[config.mk]
export PLATFORM = sky130hd
export DESIGN_NAME = dmem_arbiter_flat
export DESIGN_NICKNAME = d
export VERILOG_FILES = /design/src/rtl/dmem_arbiter_if.sv /design/src/rtl/dmem_arbiter.sv /design/src/flat_wrapper.sv
export SDC_FILE = /design/constraint.sdc
export NUM_CORES = 1
export LEC_CHECK = 0
export CORE_MARGIN = 2
export CORE_UTILIZATION = 38
export DETAILED_ROUTE_END_ITERATION = 12
export PLACE_DENSITY = 0.79
export SETUP_SLACK_MARGIN = 0.15
export SLEW_MARGIN = 40
export SYNTH_ARGS = -nofsm -noshare
export SYNTH_HDL_FRONTEND = slang
export SYNTH_SLANG_ARGS = --single-unit
[constraint.sdc]
create_clock -name clk -period 2 [get_ports clk]
set_input_delay 0.4 -clock clk [delete_from_list [all_inputs] [get_ports clk]]
set_output_delay 0.4 -clock clk [all_outputs]
set_load 0.03 [all_outputs]
[src/rtl/dmem_arbiter_if.sv]
// rtl/dmem_arbiter_if.sv - request/response and memory-side signal bundle for dmem_arbiter
interface dmem_arbiter_if;
  // port 0: CPU load/store path
  logic        cpu_req;
  logic        cpu_we;
  logic [31:0] cpu_addr;
  logic [31:0] cpu_wdata;
  logic        cpu_gnt;
  logic        cpu_rvalid;
  logic [31:0] cpu_rdata;
  logic        cpu_err;
  // port 1: debug/loader path
  logic        dbg_req;
  logic        dbg_we;
  logic [31:0] dbg_addr;
  logic [31:0] dbg_wdata;
  logic        dbg_gnt;
  logic        dbg_rvalid;
  logic [31:0] dbg_rdata;
  logic        dbg_err;
  // full-memory clear handshake
  logic        clr_req;
  logic        clr_done;
  // data_memory side
  logic        mem_write_memory;
  logic        mem_read_memory;
  logic [31:0] mem_addr;
  logic [31:0] mem_write_data;
  logic        mem_rst;
  logic [31:0] mem_read_data;

  // arbiter side
  modport slave (
    input  cpu_req, cpu_we, cpu_addr, cpu_wdata,
    output cpu_gnt, cpu_rvalid, cpu_rdata, cpu_err,
    input  dbg_req, dbg_we, dbg_addr, dbg_wdata,
    output dbg_gnt, dbg_rvalid, dbg_rdata, dbg_err,
    input  clr_req,
    output clr_done,
    output mem_write_memory, mem_read_memory, mem_addr, mem_write_data, mem_rst,
    input  mem_read_data
  );

  // requester and memory side
  modport master (
    output cpu_req, cpu_we, cpu_addr, cpu_wdata,
    input  cpu_gnt, cpu_rvalid, cpu_rdata, cpu_err,
    output dbg_req, dbg_we, dbg_addr, dbg_wdata,
    input  dbg_gnt, dbg_rvalid, dbg_rdata, dbg_err,
    output clr_req,
    input  clr_done,
    input  mem_write_memory, mem_read_memory, mem_addr, mem_write_data, mem_rst,
    output mem_read_data
  );
endinterface

[src/rtl/dmem_arbiter.sv]
// rtl/dmem_arbiter.sv - two-port arbiter/sequencer for data_memory; DMEM_ARB_RR_EN selects round-robin
module dmem_arbiter #(
  parameter int DEPTH      = 64,
  parameter int STARVE_MAX = 4
) (
  input  logic           clk,
  input  logic           rst,
  dmem_arbiter_if.slave  bus
);

  typedef enum logic [1:0] {S_IDLE, S_ACCESS, S_CLEAR} state_t;

  localparam logic [31:0] DEPTH_W = 32'(DEPTH);

  state_t      state_q, state_d;
  logic        port_q, port_d;    // 0 = CPU, 1 = debug
  logic        we_q, we_d;
  logic [31:0] addr_q, addr_d;
  logic [31:0] wdata_q, wdata_d;

  logic        cpu_rvalid_q, cpu_err_q;
  logic        dbg_rvalid_q, dbg_err_q;
  logic [31:0] cpu_rdata_q, dbg_rdata_q;
  logic        clr_done_q;

  logic        win_dbg;
  logic        accept;
  logic        in_access;
  logic        legal;

`ifdef DMEM_ARB_RR_EN
  logic        rr_q, rr_d;        // port favoured on the next tie
`else
  localparam int CW = $clog2(STARVE_MAX + 1);
  localparam logic [CW-1:0] STARVE_LIM = CW'(STARVE_MAX);
  logic [CW-1:0] starve_q, starve_d;
`endif

  assign accept    = (state_q == S_IDLE) && !bus.clr_req && (bus.cpu_req || bus.dbg_req);
  assign in_access = (state_q == S_ACCESS);
  assign legal     = (addr_q[1:0] == 2'b00) && ((addr_q >> 2) < DEPTH_W);

  // Pick the winning port for the current IDLE cycle.
  always_comb begin
    win_dbg = 1'b0;
    if (bus.cpu_req && bus.dbg_req) begin
`ifdef DMEM_ARB_RR_EN
      win_dbg = rr_q;
`else
      win_dbg = (starve_q == STARVE_LIM);
`endif
    end else begin
      win_dbg = bus.dbg_req;
    end
  end

  // State and latched request registers.
  always_ff @(posedge clk or negedge rst) begin
    if (!rst) begin
      state_q <= S_IDLE;
      port_q  <= 1'b0;
      we_q    <= 1'b0;
      addr_q  <= '0;
      wdata_q <= '0;
    end else begin
      state_q <= state_d;
      port_q  <= port_d;
      we_q    <= we_d;
      addr_q  <= addr_d;
      wdata_q <= wdata_d;
    end
  end

  // Next state; clear beats any access, ACCESS and CLEAR each last one cycle.
  always_comb begin
    state_d = state_q;
    port_d  = port_q;
    we_d    = we_q;
    addr_d  = addr_q;
    wdata_d = wdata_q;
    case (state_q)
      S_IDLE: begin
        if (bus.clr_req) begin
          state_d = S_CLEAR;
        end else if (bus.cpu_req || bus.dbg_req) begin
          state_d = S_ACCESS;
          port_d  = win_dbg;
          we_d    = win_dbg ? bus.dbg_we    : bus.cpu_we;
          addr_d  = win_dbg ? bus.dbg_addr  : bus.cpu_addr;
          wdata_d = win_dbg ? bus.dbg_wdata : bus.cpu_wdata;
        end
      end
      S_ACCESS: state_d = S_IDLE;
      S_CLEAR:  state_d = S_IDLE;
      default:  state_d = S_IDLE;
    endcase
  end

  // Grants and memory strobes, decoded from the registered state only.
  always_comb begin
    bus.cpu_gnt          = in_access && !port_q;
    bus.dbg_gnt          = in_access && port_q;
    bus.mem_write_memory = in_access && legal && we_q;
    bus.mem_read_memory  = in_access && legal && !we_q;
    bus.mem_addr         = (in_access && legal) ? addr_q  : '0;
    bus.mem_write_data   = (in_access && legal) ? wdata_q : '0;
    bus.mem_rst          = (state_q == S_CLEAR);
    bus.cpu_rvalid       = cpu_rvalid_q;
    bus.cpu_err          = cpu_err_q;
    bus.cpu_rdata        = cpu_rdata_q;
    bus.dbg_rvalid       = dbg_rvalid_q;
    bus.dbg_err          = dbg_err_q;
    bus.dbg_rdata        = dbg_rdata_q;
    bus.clr_done         = clr_done_q;
  end

  // Response registers: rvalid/err/clr_done pulse the cycle after ACCESS/CLEAR.
  always_ff @(posedge clk or negedge rst) begin
    if (!rst) begin
      cpu_rvalid_q <= 1'b0;
      cpu_err_q    <= 1'b0;
      cpu_rdata_q  <= '0;
      dbg_rvalid_q <= 1'b0;
      dbg_err_q    <= 1'b0;
      dbg_rdata_q  <= '0;
      clr_done_q   <= 1'b0;
    end else begin
      cpu_rvalid_q <= in_access && !port_q;
      cpu_err_q    <= in_access && !port_q && !legal;
      dbg_rvalid_q <= in_access && port_q;
      dbg_err_q    <= in_access && port_q && !legal;
      clr_done_q   <= (state_q == S_CLEAR);
      if (in_access && !port_q) begin
        cpu_rdata_q <= (legal && !we_q) ? bus.mem_read_data : '0;
      end
      if (in_access && port_q) begin
        dbg_rdata_q <= (legal && !we_q) ? bus.mem_read_data : '0;
      end
    end
  end

`ifdef DMEM_ARB_RR_EN
  // Pointer names the port that lost the latest grant.
  always_comb begin
    rr_d = accept ? ~win_dbg : rr_q;
  end

  // Round-robin pointer register, starts on the CPU.
  always_ff @(posedge clk or negedge rst) begin
    if (!rst) rr_q <= 1'b0;
    else      rr_q <= rr_d;
  end
`else
  // Count consecutive CPU wins over a waiting debug request; any debug win clears it.
  always_comb begin
    starve_d = starve_q;
    if (accept) begin
      if (win_dbg) begin
        starve_d = '0;
      end else if (bus.dbg_req) begin
        if (starve_q != STARVE_LIM) starve_d = starve_q + 1'b1;
      end else begin
        starve_d = '0;
      end
    end
  end

  // Starvation counter register.
  always_ff @(posedge clk or negedge rst) begin
    if (!rst) starve_q <= '0;
    else      starve_q <= starve_d;
  end
`endif

endmodule
[src/flat_wrapper.sv]
// flat-port wrapper written by rule: the top's interface ports become plain ports
module dmem_arbiter_flat 
#(
  parameter int DEPTH      = 64,
  parameter int STARVE_MAX = 4
)
  (clk, rst, bus_cpu_req, bus_cpu_we, bus_cpu_addr, bus_cpu_wdata, bus_cpu_gnt, bus_cpu_rvalid, bus_cpu_rdata, bus_cpu_err, bus_dbg_req, bus_dbg_we, bus_dbg_addr, bus_dbg_wdata, bus_dbg_gnt, bus_dbg_rvalid, bus_dbg_rdata, bus_dbg_err, bus_clr_req, bus_clr_done, bus_mem_write_memory, bus_mem_read_memory, bus_mem_addr, bus_mem_write_data, bus_mem_rst, bus_mem_read_data);
  dmem_arbiter_if bus_i ();
  input  logic clk;
  input  logic rst;
  input wire logic [$bits(bus_i.cpu_req)-1:0] bus_cpu_req;
  input wire logic [$bits(bus_i.cpu_we)-1:0] bus_cpu_we;
  input wire logic [$bits(bus_i.cpu_addr)-1:0] bus_cpu_addr;
  input wire logic [$bits(bus_i.cpu_wdata)-1:0] bus_cpu_wdata;
  output wire logic [$bits(bus_i.cpu_gnt)-1:0] bus_cpu_gnt;
  output wire logic [$bits(bus_i.cpu_rvalid)-1:0] bus_cpu_rvalid;
  output wire logic [$bits(bus_i.cpu_rdata)-1:0] bus_cpu_rdata;
  output wire logic [$bits(bus_i.cpu_err)-1:0] bus_cpu_err;
  input wire logic [$bits(bus_i.dbg_req)-1:0] bus_dbg_req;
  input wire logic [$bits(bus_i.dbg_we)-1:0] bus_dbg_we;
  input wire logic [$bits(bus_i.dbg_addr)-1:0] bus_dbg_addr;
  input wire logic [$bits(bus_i.dbg_wdata)-1:0] bus_dbg_wdata;
  output wire logic [$bits(bus_i.dbg_gnt)-1:0] bus_dbg_gnt;
  output wire logic [$bits(bus_i.dbg_rvalid)-1:0] bus_dbg_rvalid;
  output wire logic [$bits(bus_i.dbg_rdata)-1:0] bus_dbg_rdata;
  output wire logic [$bits(bus_i.dbg_err)-1:0] bus_dbg_err;
  input wire logic [$bits(bus_i.clr_req)-1:0] bus_clr_req;
  output wire logic [$bits(bus_i.clr_done)-1:0] bus_clr_done;
  output wire logic [$bits(bus_i.mem_write_memory)-1:0] bus_mem_write_memory;
  output wire logic [$bits(bus_i.mem_read_memory)-1:0] bus_mem_read_memory;
  output wire logic [$bits(bus_i.mem_addr)-1:0] bus_mem_addr;
  output wire logic [$bits(bus_i.mem_write_data)-1:0] bus_mem_write_data;
  output wire logic [$bits(bus_i.mem_rst)-1:0] bus_mem_rst;
  input wire logic [$bits(bus_i.mem_read_data)-1:0] bus_mem_read_data;
  assign bus_i.cpu_req = bus_cpu_req;
  assign bus_i.cpu_we = bus_cpu_we;
  assign bus_i.cpu_addr = bus_cpu_addr;
  assign bus_i.cpu_wdata = bus_cpu_wdata;
  assign bus_cpu_gnt = bus_i.cpu_gnt;
  assign bus_cpu_rvalid = bus_i.cpu_rvalid;
  assign bus_cpu_rdata = bus_i.cpu_rdata;
  assign bus_cpu_err = bus_i.cpu_err;
  assign bus_i.dbg_req = bus_dbg_req;
  assign bus_i.dbg_we = bus_dbg_we;
  assign bus_i.dbg_addr = bus_dbg_addr;
  assign bus_i.dbg_wdata = bus_dbg_wdata;
  assign bus_dbg_gnt = bus_i.dbg_gnt;
  assign bus_dbg_rvalid = bus_i.dbg_rvalid;
  assign bus_dbg_rdata = bus_i.dbg_rdata;
  assign bus_dbg_err = bus_i.dbg_err;
  assign bus_i.clr_req = bus_clr_req;
  assign bus_clr_done = bus_i.clr_done;
  assign bus_mem_write_memory = bus_i.mem_write_memory;
  assign bus_mem_read_memory = bus_i.mem_read_memory;
  assign bus_mem_addr = bus_i.mem_addr;
  assign bus_mem_write_data = bus_i.mem_write_data;
  assign bus_mem_rst = bus_i.mem_rst;
  assign bus_i.mem_read_data = bus_mem_read_data;
  dmem_arbiter #(.DEPTH(DEPTH), .STARVE_MAX(STARVE_MAX)) u_core (.clk(clk), .rst(rst), .bus(bus_i));
endmodule
======== Word-level counts from Yosys, hierarchy flattened ========
Cells that the tools add are included.
word-level totals
  bits in registers ....................... 140
  word-level logic and storage cells ...... 56
  input bits .............................. 167
  output and inout port bits .............. 138
cells by class
  bitwise logic cells ..................... 1
  reduce and logical (&&, ||, !) cells .... 21
  muxes and demuxes ....................... 13
  $lt $le $gt $ge ......................... 1
  eq/ne operators ......................... 6
  add/sub/neg operators ................... 1
operators with widths
  kind                                                                      number
  32-bit two-way mux                                                        5
  30-bit by 7-bit < comparator with 1-bit output (second input constant)    1
  1-bit logical AND                                                         12
  3-bit two-way mux                                                         3
  2-bit two-way mux                                                         3
  3-bit inequality test (second input constant)                             2
  1-bit zero test                                                           4
  2-bit zero test                                                           2
  3-bit by 1-bit adder with 3-bit output (second input constant)            1
  3-bit == test (second input constant)                                     1
  3-bit by 1-bit inequality test with 1-bit output (second input constant)  1
  3-bit AND reduction                                                       1
  2-bit by 1-bit == test with 1-bit output (second input constant)          1
  2-bit == test (second input constant)                                     1
  1-bit two-way mux                                                         2
  2-bit AND reduction                                                       1
  1-bit logical OR                                                          1
  1-bit inverter                                                            1

======== Depth between registers and ports, before layout ========
Gate-level depths: netlist (run 1).
  depth after elaboration ................. 4
  gate-level depth with buffers ........... 8
  mapped depth without buffers ............ 6

======== Least setup slack after synthesis (run 1) ========
No wires, ideal clock.
  path type ............................... register to output
  start ................................... register u_core.addr_q[18]
  end ..................................... output bus_mem_read_memory
  slack ................................... -0.452 ns
  required time ........................... 1.600 ns
  path buffers ............................ 1
  arrival time ............................ 2.052 ns
  stages on the path, launching flop included .. 5
  cell sequence ........................... dfrtp_1 -> or4_4 -> nor4_1 -> clkbuf_1 -> nor2b_1
on the way
  longest elaborated chain between the ends .. 4
RTL lines
  what                                            RTL line             text
  from (decl)                                     dmem_arbiter.sv:18   logic [31:0] addr_q, addr_d;
  from (signal assigned)                          dmem_arbiter.sv:69   addr_q <= addr_d;
  30-bit by 7-bit < comparator with 1-bit output  dmem_arbiter.sv:41   assign legal = (addr_q[1:0] == 2'b00) && ((addr_q >> 2) < DEPTH_W);
  1-bit logical AND                               dmem_arbiter.sv:41
  1-bit logical AND (2 in a row)                  dmem_arbiter.sv:104  bus.mem_read_memory = in_access && legal && !we_q;
  to (decl)                                       flat_wrapper.sv:30   output wire logic [$bits(bus_i.mem_read_memory)-1:0] bus_mem_read_memory;
Every way passes these cells.

======== Worst setup path in the final report (run 1) ========
  start ................................... register u_core.addr_q[17]
  end ..................................... output bus_mem_addr[4]
on the way
  longest elaborated chain between the ends .. 4
RTL lines
  what                                            RTL line             text
  30-bit by 7-bit < comparator with 1-bit output  dmem_arbiter.sv:41
  1-bit logical AND                               dmem_arbiter.sv:41
  1-bit logical AND                               dmem_arbiter.sv:105  bus.mem_addr = (in_access && legal) ? addr_q : '0;
  32-bit two-way mux                              dmem_arbiter.sv:105
  to (decl)                                       flat_wrapper.sv:31   output wire logic [$bits(bus_i.mem_addr)-1:0] bus_mem_addr;
Every way passes these cells.

==> results of run 1 <==
[cells in the mapped netlist, types with 2 or more instances]
library cell / count / share of area (%)
buf_6: 7 / 1.2
nand2b_1: 2 / 0.19
ha_1: 2 / 0.38
inv_1: 4 / 0.23
nor2_1: 69 / 3.9
nor2b_1: 4 / 0.38
dfrtp_1: 140 / 53
nand3_1: 3 / 0.23
nor4_1: 7 / 0.66
clkbuf_1: 32 / 1.8
mux2i_1: 65 / 9.8
o21ai_2: 43 / 5.7
buf_2: 6 / 0.45
or4_4: 2 / 0.34
and2_1: 39 / 3.7
buf_4: 26 / 3.0
a21oi_1: 65 / 4.9
nand2_1: 131 / 7.4
o21ai_0: 7 / 0.53
o21ai_1: 17 / 1.3
[stage by stage]
stage               setup WS (ns)  area, µm²
finish                     -0.671      11000
global route               -0.730      11000
floorplan                 -0.0218       6810
CTS                        -0.643      10700
global placement           -0.194       9810
detailed placement         -0.246       9810
[cells by family (layout without fill, tap and decap cells)]
family | after synthesis | in the layout | synth area share, %
compound gates | 134 | 134 | 12.7
mux | 66 | 66 | 10.0
buf+inv | 76 | 373 | 6.70
fa+ha+maj | 2 | 2 | 0.378
flops | 140 | 140 | 53.0
other cells | 1 | 26 | 0.0567
simple gates | 261 | 261 | 17.2
[critical path, delay by kind of cell, from the launching register on]
kind / cells / cell delay (ns)
buffers and inverters: 3 / 0.46
flip-flops: 1 / 0.37
AND/OR/NAND/NOR: 3 / 1.01
[per-layer routing]
| layer | vias to the layer above | part of all wire [%] | track usage [%] |
|---|---|---|---|
| li1 | 2823 | - | - |
| met1 | 2791 | 41 | 26.6 |
| met2 | 197 | 50 | 35.7 |
| met3 | 42 | 5.9 | 5.37 |
| met4 | 0 | 3.2 | 9.14 |
| met5 | - | 0 | 0 |
[report_power, final]
part | switching (mW) | total (mW) | internal [mW] | leakage (nW)
sequential | 0.351 | 3.79 | 3.44 | 1.73
combinational | 1.50 | 2.61 | 1.10 | 3.09
clock | 1.17 | 3.06 | 1.89 | 0.280
[cell type report]
class / instances / area (µm²)
clock inverters: 6 / 60.1
inverters: 4 / 15.0
clock buffers: 24 / 512
well taps: 225 / 282
flip-flops and latches: 140 / 3500
repair buffers: 339 / 3620
multi-input cells: 489 / 3020
fillers: 1398 / 6160
[worst paths after layout]
path / start / endpoint / slack (ns) / cells after the start
max: u_core.addr_q[17]$_DFFE_PN0P_ / bus_mem_addr[4] / -0.67 / 6
min: u_core.bus.cpu_rdata[15]$_DFFE_PN0P_ / u_core.bus.cpu_rdata[15]$_DFFE_PN0P_ / 0.47 / 2
max reg2reg: u_core.addr_q[20]$_DFFE_PN0P_ / u_core.bus.cpu_rdata[14]$_DFFE_PN0P_ / -0.30 / 8
min reg2reg: u_core.bus.cpu_rdata[15]$_DFFE_PN0P_ / u_core.bus.cpu_rdata[15]$_DFFE_PN0P_ / 0.47 / 2
max in group asynchronous: rst / u_core.addr_q[26]$_DFFE_PN0P_ / 0.89 / 3
min in group asynchronous: rst / u_core.bus.dbg_rdata[3]$_DFFE_PN0P_ / 0.48 / 2
[sequential cells by signal, indices dropped and copies added (netlist names)]
signal and count:
u_core.bus.dbg_err 1, u_core.bus.dbg_rdata 32, u_core.state_q 2, u_core.addr_q 32, u_core.bus.dbg_rvalid 1, u_core.we_q 1
u_core.starve_q 3, u_core.wdata_q 32, u_core.bus.clr_done 1, u_core.bus.cpu_err 1, u_core.bus.cpu_rvalid 1, u_core.port_q 1
u_core.bus.cpu_rdata 32
[what timing repair did]
item	CTS	global route
setup buffers	8	7
hold buffers	1	0
endpoints found under the setup margin	168	126
pin swaps	4	63
hold endpoints to repair	40	0
resized for setup	122	50
gates cloned	4	3
==> results by group, run 1 <==
Die
  – Total die area: ~18,000 µm²
  – Initial core utilization: 38.5%
  – Core region area: between 15,000 and 20,000 µm²
  – Die Width: between 100 and 150 µm
  – Ports: around 310
  – Die H: 136 µm
  – Row count: 48

STA
  – Fin Hold WS: 0.467 ns
  – Final min period: between 2 and 3 ns
  – RSZ-0062 raised after global routing: yes
  – Slew Viols, Final: 0
  – Setup TNS: -42.37 ns
  – Crit path setup slack, layout: -0.671 ns
  – Final period util: 134%
  – Achievable frequency: 374 MHz
  – Count of final hold-check violations: 0
  – Final setup viols: ~100
  – Final Skew: between 0.006 and 0.007 ns

GRT
  – GRT Resource Usage Total: a little over a fifth
  – Global route overflow: 0
  – First-pass GRT wire length: ~31 mm
  – Largest net degree at the start of global routing: 55
  – Initial antenna violation count: 0
  – Vias in the first global route: between 5,000 and 6,000

Power and ir drop
  – Power Density: between 800 and 900 nW/µm²
  – Tot Pwr: 9.45 mW
  – Static Leak: approximately 5 nW
  – Maximum VDD drop: between 0.0006 and 0.0007 V

Final layout
  – Commonest non-fill, non-tap cell in the layout: clkdlybuf4s50_1
  – Final Non-Filler Cells: approximately 1,200
  – Final core occ: 64.1%
  – Ant diodes: 0
  – Commonest non-fill, non-tap cells in the layout: 167 x clkdlybuf4s50_1, 140 x dfrtp_1, 129 x nand2_1
  – Area Growth Syn to Fin: 66.5%
  – Final net count: about 1,200
  – Layout cells sized above 1: around 25%

Routing
  – Vias: 5,853
  – Post-Route WL: ~20 mm
  – # DRC: 0
  – DR iter-0 viols: between 200 and 250
  – ANT nets after route: 0
  – Vias per inst: 4.77
  – Drt pass-1 iters: 4
  – Routed len/inst: roughly 16 µm

Worst setup path
  – CP Class: reg -> out
  – Slowest cell on crit path: or4_4
  – CP endpoint kind: output pin
  – CP arrival: ~2.3 ns
  – Worst-path fanout max: 15
  – Required @ worst endpoint: roughly 1.6 ns
  – Worst path most repeated cell: buf_6
  – Worst path cell trace: or4_4, nor4_4, buf_6, clkbuf_16, and2_2, buf_6
  – Slowest stage delay, CP: roughly 0.57 ns
  – Critical Path Source Type: register

Placed design
  – Placed Cells: 1,174
  – I/O Buffers: roughly 280
  – HPWL Detailed: ~14 mm
  – Gpl congestion: between 0.8 and 0.9

Yosys
  – Yosys warns: 0
  – Sequential area share after synthesis: 53.0%
  – Top FF cell, synth: dfrtp_1
  – Async SR Flop Fraction: 100%
  – Syn Inst Count: 680
  – Syn_area_per_cell: between 9 and 10 µm²
  – Register bit total from synthesis: 140
  – Mapped cell area: about 6600 µm²
  – Cell variety after synth: 29
  – Post-synth EDFFs: 0

Hold path
  – Type of the worst min-delay path: reg -> reg

Clocking
  – Clk pin slew, worst setup/hold paths: approximately 0.06 ns
  – H-tree depth: 4
  – Clk Latency, worst-skew pair: about 0.42 ns
  – CTS Buf Count: 17
  – Max Root-Sink Buffers: 2
  – Clk sinks: 140
  – Root cell of the clock tree: clkbuf_16
  – CTS tree: built

Status
  – Failing checks: setup timing
  – Outcome: complete, but fails checks

Run
  – Max-cap check violation count: 0
Note: power is estimated with default switching activity, not from simulation.
==> run 2, diff against run 1 <==
--- a/config.mk
+++ b/config.mk
@@ -5,6 +5,7 @@
 export SDC_FILE = /design/constraint.sdc
 export NUM_CORES = 1
 export LEC_CHECK = 0
+export CAP_MARGIN = 20
 export CORE_MARGIN = 2
 export CORE_UTILIZATION = 38
 export DETAILED_ROUTE_END_ITERATION = 12
==> results of run 2 <==
Same layout as run 1: the final DEF is identical, and so are final timing and power.
